File: config.mk
export PLATFORM = sky130hd
export DESIGN_NAME = hazard_ctrl
export DESIGN_NICKNAME = d
export VERILOG_FILES = /design/src/rtl/hazard_pkg.sv /design/src/rtl/mdu_timer.sv /design/src/rtl/hazard_ctrl.sv
export SDC_FILE = /design/constraint.sdc
export NUM_CORES = 1
export LEC_CHECK = 0
export CORE_ASPECT_RATIO = 1.5
export CORE_MARGIN = 2
export CORE_UTILIZATION = 54
export CTS_BUF_LIST = sky130_fd_sc_hd__clkbuf_8
export DETAILED_ROUTE_END_ITERATION = 10
export PLACE_DENSITY = 0.88
export SLEW_MARGIN = 20
export SYNTH_ARGS = -nofsm -noshare
export SYNTH_HDL_FRONTEND = slang
export SYNTH_SLANG_ARGS = --single-unit
export TNS_END_PERCENT = 5
File: constraint.sdc
create_clock -name clk -period 4.54 [get_ports clk]
set_clock_uncertainty 0.15 [all_clocks]
set_input_delay 0.908 -clock clk [delete_from_list [all_inputs] [get_ports clk]]
set_output_delay 0.908 -clock clk [all_outputs]
set_load 0.02 [all_outputs]
File: src/rtl/hazard_pkg.sv
// Shared types and constants for the pipeline hazard controller.
package hazard_pkg;

  // Wide enough for a busy count of up to 64 cycles.
  localparam int unsigned CntWidth = 6;

  typedef enum logic [0:0] {
    StRun,
    StMduBusy
  } mdu_state_e;

  typedef enum logic [1:0] {
    CaseStall,
    CaseRedirect,
    CaseFetchWait,
    CaseNormal
  } hz_case_e;

endpackage

File: src/rtl/mdu_timer.sv
// Tracks the multi-cycle multiply/divide unit: accepts a start and stays busy for its latency.
module mdu_timer
  import hazard_pkg::*;
#(
  parameter int unsigned MUL_LATENCY = 4,
  parameter int unsigned DIV_LATENCY = 32
) (
  input  logic clk,
  input  logic reset,
  input  logic start,
  input  logic is_div,
  input  logic block,
  output logic busy
);

  localparam logic [CntWidth-1:0] MulCnt = CntWidth'(MUL_LATENCY - 1);
  localparam logic [CntWidth-1:0] DivCnt = CntWidth'(DIV_LATENCY - 1);

  mdu_state_e          state_q, state_d;
  logic [CntWidth-1:0] cnt_q, cnt_d;

  always_comb begin
    state_d = state_q;
    cnt_d   = cnt_q;
    unique case (state_q)
      StRun: begin
        if (start && !block) begin
          cnt_d   = is_div ? DivCnt : MulCnt;
          state_d = StMduBusy;
        end
      end
      StMduBusy: begin
        if (cnt_q == '0) begin
          state_d = StRun;
        end else begin
          cnt_d = cnt_q - CntWidth'(1);
        end
      end
      default: state_d = StRun;
    endcase
  end

  always_ff @(posedge clk or posedge reset) begin
    if (reset) begin
      state_q <= StRun;
      cnt_q   <= '0;
    end else begin
      state_q <= state_d;
      cnt_q   <= cnt_d;
    end
  end

  assign busy = (state_q == StMduBusy);

endmodule

File: src/rtl/hazard_ctrl.sv
// Pipeline hazard controller: prioritised stall/redirect/fetch-wait decode plus perf counters.
module hazard_ctrl
  import hazard_pkg::*;
#(
  parameter int unsigned MUL_LATENCY = 4,
  parameter int unsigned DIV_LATENCY = 32
) (
  input  logic        clk,
  input  logic        reset,
  input  logic [4:0]  ID_rs,
  input  logic [4:0]  ID_rt,
  input  logic        ID_UseRt,
  input  logic        EX_MemRead,
  input  logic [4:0]  EX_rt,
  input  logic        ID_Redirect,
  input  logic        ID_MDU_Start,
  input  logic        ID_MDU_Div,
  input  logic        ID_MDU_Read,
  input  logic        IMem_Ready,
  output logic        PC_Write,
  output logic        IF_Stall,
  output logic        IF_Flush,
  output logic        ID_EX_Flush,
  output logic        MDU_Busy,
  output logic [31:0] Stall_Count,
  output logic [31:0] Flush_Count
);

  logic        load_use, mdu_haz, mdu_busy;
  hz_case_e    hz_case;
  logic [31:0] stall_cnt_q, flush_cnt_q;

  mdu_timer #(
    .MUL_LATENCY(MUL_LATENCY),
    .DIV_LATENCY(DIV_LATENCY)
  ) u_mdu_timer (
    .clk   (clk),
    .reset (reset),
    .start (ID_MDU_Start),
    .is_div(ID_MDU_Div),
    .block (load_use),
    .busy  (mdu_busy)
  );

  assign load_use = EX_MemRead && (EX_rt != 5'd0) &&
                    ((EX_rt == ID_rs) || (ID_UseRt && (EX_rt == ID_rt)));
  assign mdu_haz  = mdu_busy && (ID_MDU_Start || ID_MDU_Read);

  always_comb begin
    if (load_use || mdu_haz) begin
      hz_case = CaseStall;
    end else if (ID_Redirect) begin
      hz_case = CaseRedirect;
    end else if (!IMem_Ready) begin
      hz_case = CaseFetchWait;
    end else begin
      hz_case = CaseNormal;
    end
  end

  always_comb begin
    PC_Write    = 1'b0;
    IF_Stall    = 1'b0;
    IF_Flush    = 1'b0;
    ID_EX_Flush = 1'b0;
    if (reset) begin
      IF_Flush    = 1'b1;
      ID_EX_Flush = 1'b1;
    end else begin
      unique case (hz_case)
        CaseStall: begin
          IF_Stall    = 1'b1;
          ID_EX_Flush = 1'b1;
        end
        CaseRedirect: begin
          PC_Write = 1'b1;
          IF_Flush = 1'b1;
        end
        CaseFetchWait: IF_Flush = 1'b1;
        CaseNormal:    PC_Write = 1'b1;
        default:       PC_Write = 1'b0;
      endcase
    end
  end

  always_ff @(posedge clk or posedge reset) begin
    if (reset) begin
      stall_cnt_q <= '0;
      flush_cnt_q <= '0;
    end else begin
      if (hz_case == CaseStall)    stall_cnt_q <= stall_cnt_q + 32'd1;
      if (hz_case == CaseRedirect) flush_cnt_q <= flush_cnt_q + 32'd1;
    end
  end

  assign MDU_Busy    = mdu_busy;
  assign Stall_Count = stall_cnt_q;
  assign Flush_Count = flush_cnt_q;

endmodule

==> impl_metrics.json <==
{
  "antenna_cells": 0,
  "max_slew_margin_pct": 41.5,
  "ir_worst_vdd_v": 0.000339,
  "yosys_warnings": 0,
  "std_cell_rows": 35,
  "overflow": 0,
  "ff2ff_path_depth": 9,
  "route.final.wire_length_mm": 7.71,
  "cts_resized": 3,
  "crit_start": "EX_rt[1]",
  "htreeDepth": 3,
  "synthTopCellsByArea": "dfrtp_1 52%, xnor2_1 12%, xor2_1 6.4%",
  "rsz0062_at_grt": "no",
  "mappedNetlistArea_mm2": 0.00343,
  "r2r-start": "u_mdu_timer.busy$_DFF_PP0_",
  "crit_required_ns": 3.48,
  "synth_fp_nets": 347,
  "drive_above_1_share_pct": 8.37,
  "fin_nets": 454,
  "drt_pass1_iterations": 4,
  "synth_cell_types": 38,
  "cts_tree": "yes",
  "antenna_found_initial": 0,
  "outcome": "completed",
  "place_area_mm2": 0.00450,
  "crit_path_end": "ID_EX_Flush",
  "synth.avg_cell_area_um2": 10.8,
  "final_cell_mix": "89 x clkdlybuf4s50_1, 71 x dfrtp_1, 47 x xnor2_1",
  "period_share_pct": 96.4,
  "drv_cap": 0,
  "grt_pass1_wl_mm": 13.0,
  "multi_input_area_mm2": 0.00161,
  "cp.arrival_ns": 3.32,
  "avgViaCountPerCell": 5.54,
  "synthCells": 318,
  "setup_tns_ns": 0,
  "period_needed_ns": 4.37,
  "area_delta_synth_final_pct": 36.5,
  "reg2reg_slack_ns": 1.76,
  "final_common_cell": "clkdlybuf4s50_1",
  "grt_pass1_vias": 2840,
  "cts_setup_buffers": 0,
  "slew_violations": 0,
  "io_pins": 93,
  "end_kind": "output port",
  "dieArea_mm2": 0.00703,
  "tightestPinTransition_ns": 0.878,
  "register_area_mm2": 0.00178,
  "synth_top_cell_area_share_pct": 51.7,
  "core-area_mm2": 0.00613,
  "grt_max_degree": 72,
  "dieHeight_um": 102,
  "hold_viol_final": 0,
  "clockBufferDepth": 2,
  "clk_latency_ns": 0.35,
  "power_leakage_nw": 2.04,
  "path_class": "in -> out",
  "stdcell_area_mm2": 0.00469,
  "setup_viol": 0,
  "ys_ff_latch": 71,
  "crit_path_start_kind": "input port",
  "gp_congestion": 0.838,
  "dieWidth_um": 69.1,
  "n_fill_cell": 446,
  "remaining_drc_errors": 0,
  "yosysTopAreaCell": "dfrtp_1",
  "synth-seq-area-share_pct": 51.7,
  "hp-class": "reg -> reg",
  "cts.sinks": 71,
  "antenna_left": 0,
  "whs_ns": 0.331,
  "cts_root_buffer": "clkbuf_8",
  "initial_core_util_pct": 56.0,
  "vias": 2794,
  "p_total_mw": 1.89,
  "io_buffers": 92,
  "r2r-end": "Flush_Count[28]$_DFFE_PP0N_",
  "p_per_area_mw_per_mm2": 403,
  "path_clk_slew_ns": 0.07,
  "cts_buffers": 9,
  "fmax_mhz": 229,
  "drtIter0Drc": 138,
  "track_usage_pct": 23.3,
  "critical_path.max_fanout": 3,
  "dp_hpwl_mm": 5.81,
  "avgRoutedWirePerCell_um": 15.3,
  "ctsHoldBuffers": 0
}
[Yosys cell counts]
cell	instances
nor2b_1	2
nor3_4	1
nor3_2	1
nor4_1	3
clkbuf_2	1
or4_1	3
xnor2_1	47
xor2_1	25
nand4_1	14
nor4_4	1
nand2b_1	1
or2_2	2
o21ai_2	1
and4_1	10
and2_1	6
or2_1	1
o2111ai_1	1
mux2i_1	1
clkbuf_1	2
o21ai_0	5
mux2_2	2
o31ai_1	3
o21a_1	2
a21oi_1	2
and3_1	9
a221oi_1	2
buf_2	3
o211ai_1	2
nor3_1	5
or3_4	1
a32oi_1	1
inv_1	5
nor2_1	20
nand3_1	23
nand2_1	32
or3_1	2
ha_1	5
dfrtp_1	71
[through the flow]
| step | instances | util [%] | worst slack, ns |
|---|---|---|---|
| 2_1_floorplan | 318 | - | 0.626 |
| 3_3_place_gp | 488 | 73.3 | -0.0127 |
| 3_5_place_dp | 488 | 73.3 | -0.0574 |
| 4_1_cts | 504 | 76.5 | 0.146 |
| 5_1_grt | 504 | 76.5 | 0.0258 |
| 6_report | 504 | 76.5 | 0.166 |
[layer usage]
layer  vias to the layer above  track usage (%)  wire [um]
li1                       1314                -          -
met1                      1366             25.8       2970
met2                        92             41.3       4100
met3                        22             6.27        409
met4                         0             12.1        229
met5                         -                0          0
[report_power, final]
group	switching (mW)	leakage (nW)	internal, mW	total (mW)
Combinational	0.286	0.999	0.274	0.560
Sequential	0.115	0.948	0.720	0.835
Clock	0.242	0.0956	0.254	0.496
[how the worst min path moves through the flow]
stage | to | from | slack (ns) | depth (start not counted)
global route | Stall_Count[31]$_DFFE_PP0N_ | Stall_Count[31]$_DFFE_PP0N_ | 0.36 | 1
floorplan | u_mdu_timer.cnt_q[1]$_DFFE_PP0P_ | u_mdu_timer.cnt_q[1]$_DFFE_PP0P_ | 0.35 | 2
detailed placement | Stall_Count[31]$_DFFE_PP0N_ | Stall_Count[31]$_DFFE_PP0N_ | 0.32 | 1
CTS | Stall_Count[31]$_DFFE_PP0N_ | Stall_Count[31]$_DFFE_PP0N_ | 0.34 | 1
finish | Stall_Count[31]$_DFFE_PP0N_ | Stall_Count[31]$_DFFE_PP0N_ | 0.33 | 1
global placement | Flush_Count[31]$_DFFE_PP0N_ | Flush_Count[31]$_DFFE_PP0N_ | 0.31 | 1
[state kept, by name (all words and copies together), names as in the netlist]
register,count
Flush_Count,32
Stall_Count,32
u_mdu_timer.cnt_q,6
u_mdu_timer.busy,1
[area by class of cell]
class                   count  area share (%)
clock inverters             7            1.55
inverters                   5           0.400
multi-input cells         236            34.4
repair buffers            102            21.2
flip-flops and latches     71            37.9
well taps                  74            1.97
clock buffers               9            2.64
[worst max-delay path: stages]
cell	delay [ns]
clkdlybuf4s50_1	0.48
buf_4	0.12
xor2_1	0.16
nor4_1	0.07
a32oi_1	0.25
nor2_1	0.10
or3_1	0.39
ha_1	0.21
or2_2	0.29
dlygate4sd2_1	0.32
[logic make-up after synthesis]
group / synth area share, %
multiplexers: 0.947
AND/OR/NAND/NOR: 22.0
flip-flops: 51.7
XOR/XNOR: 18.4
adder cells (fa/ha/maj): 1.82
AO/OA/AOI/OAI: 3.82
buffers and inverters: 1.35
Note: power is estimated with default switching activity, not from simulation.
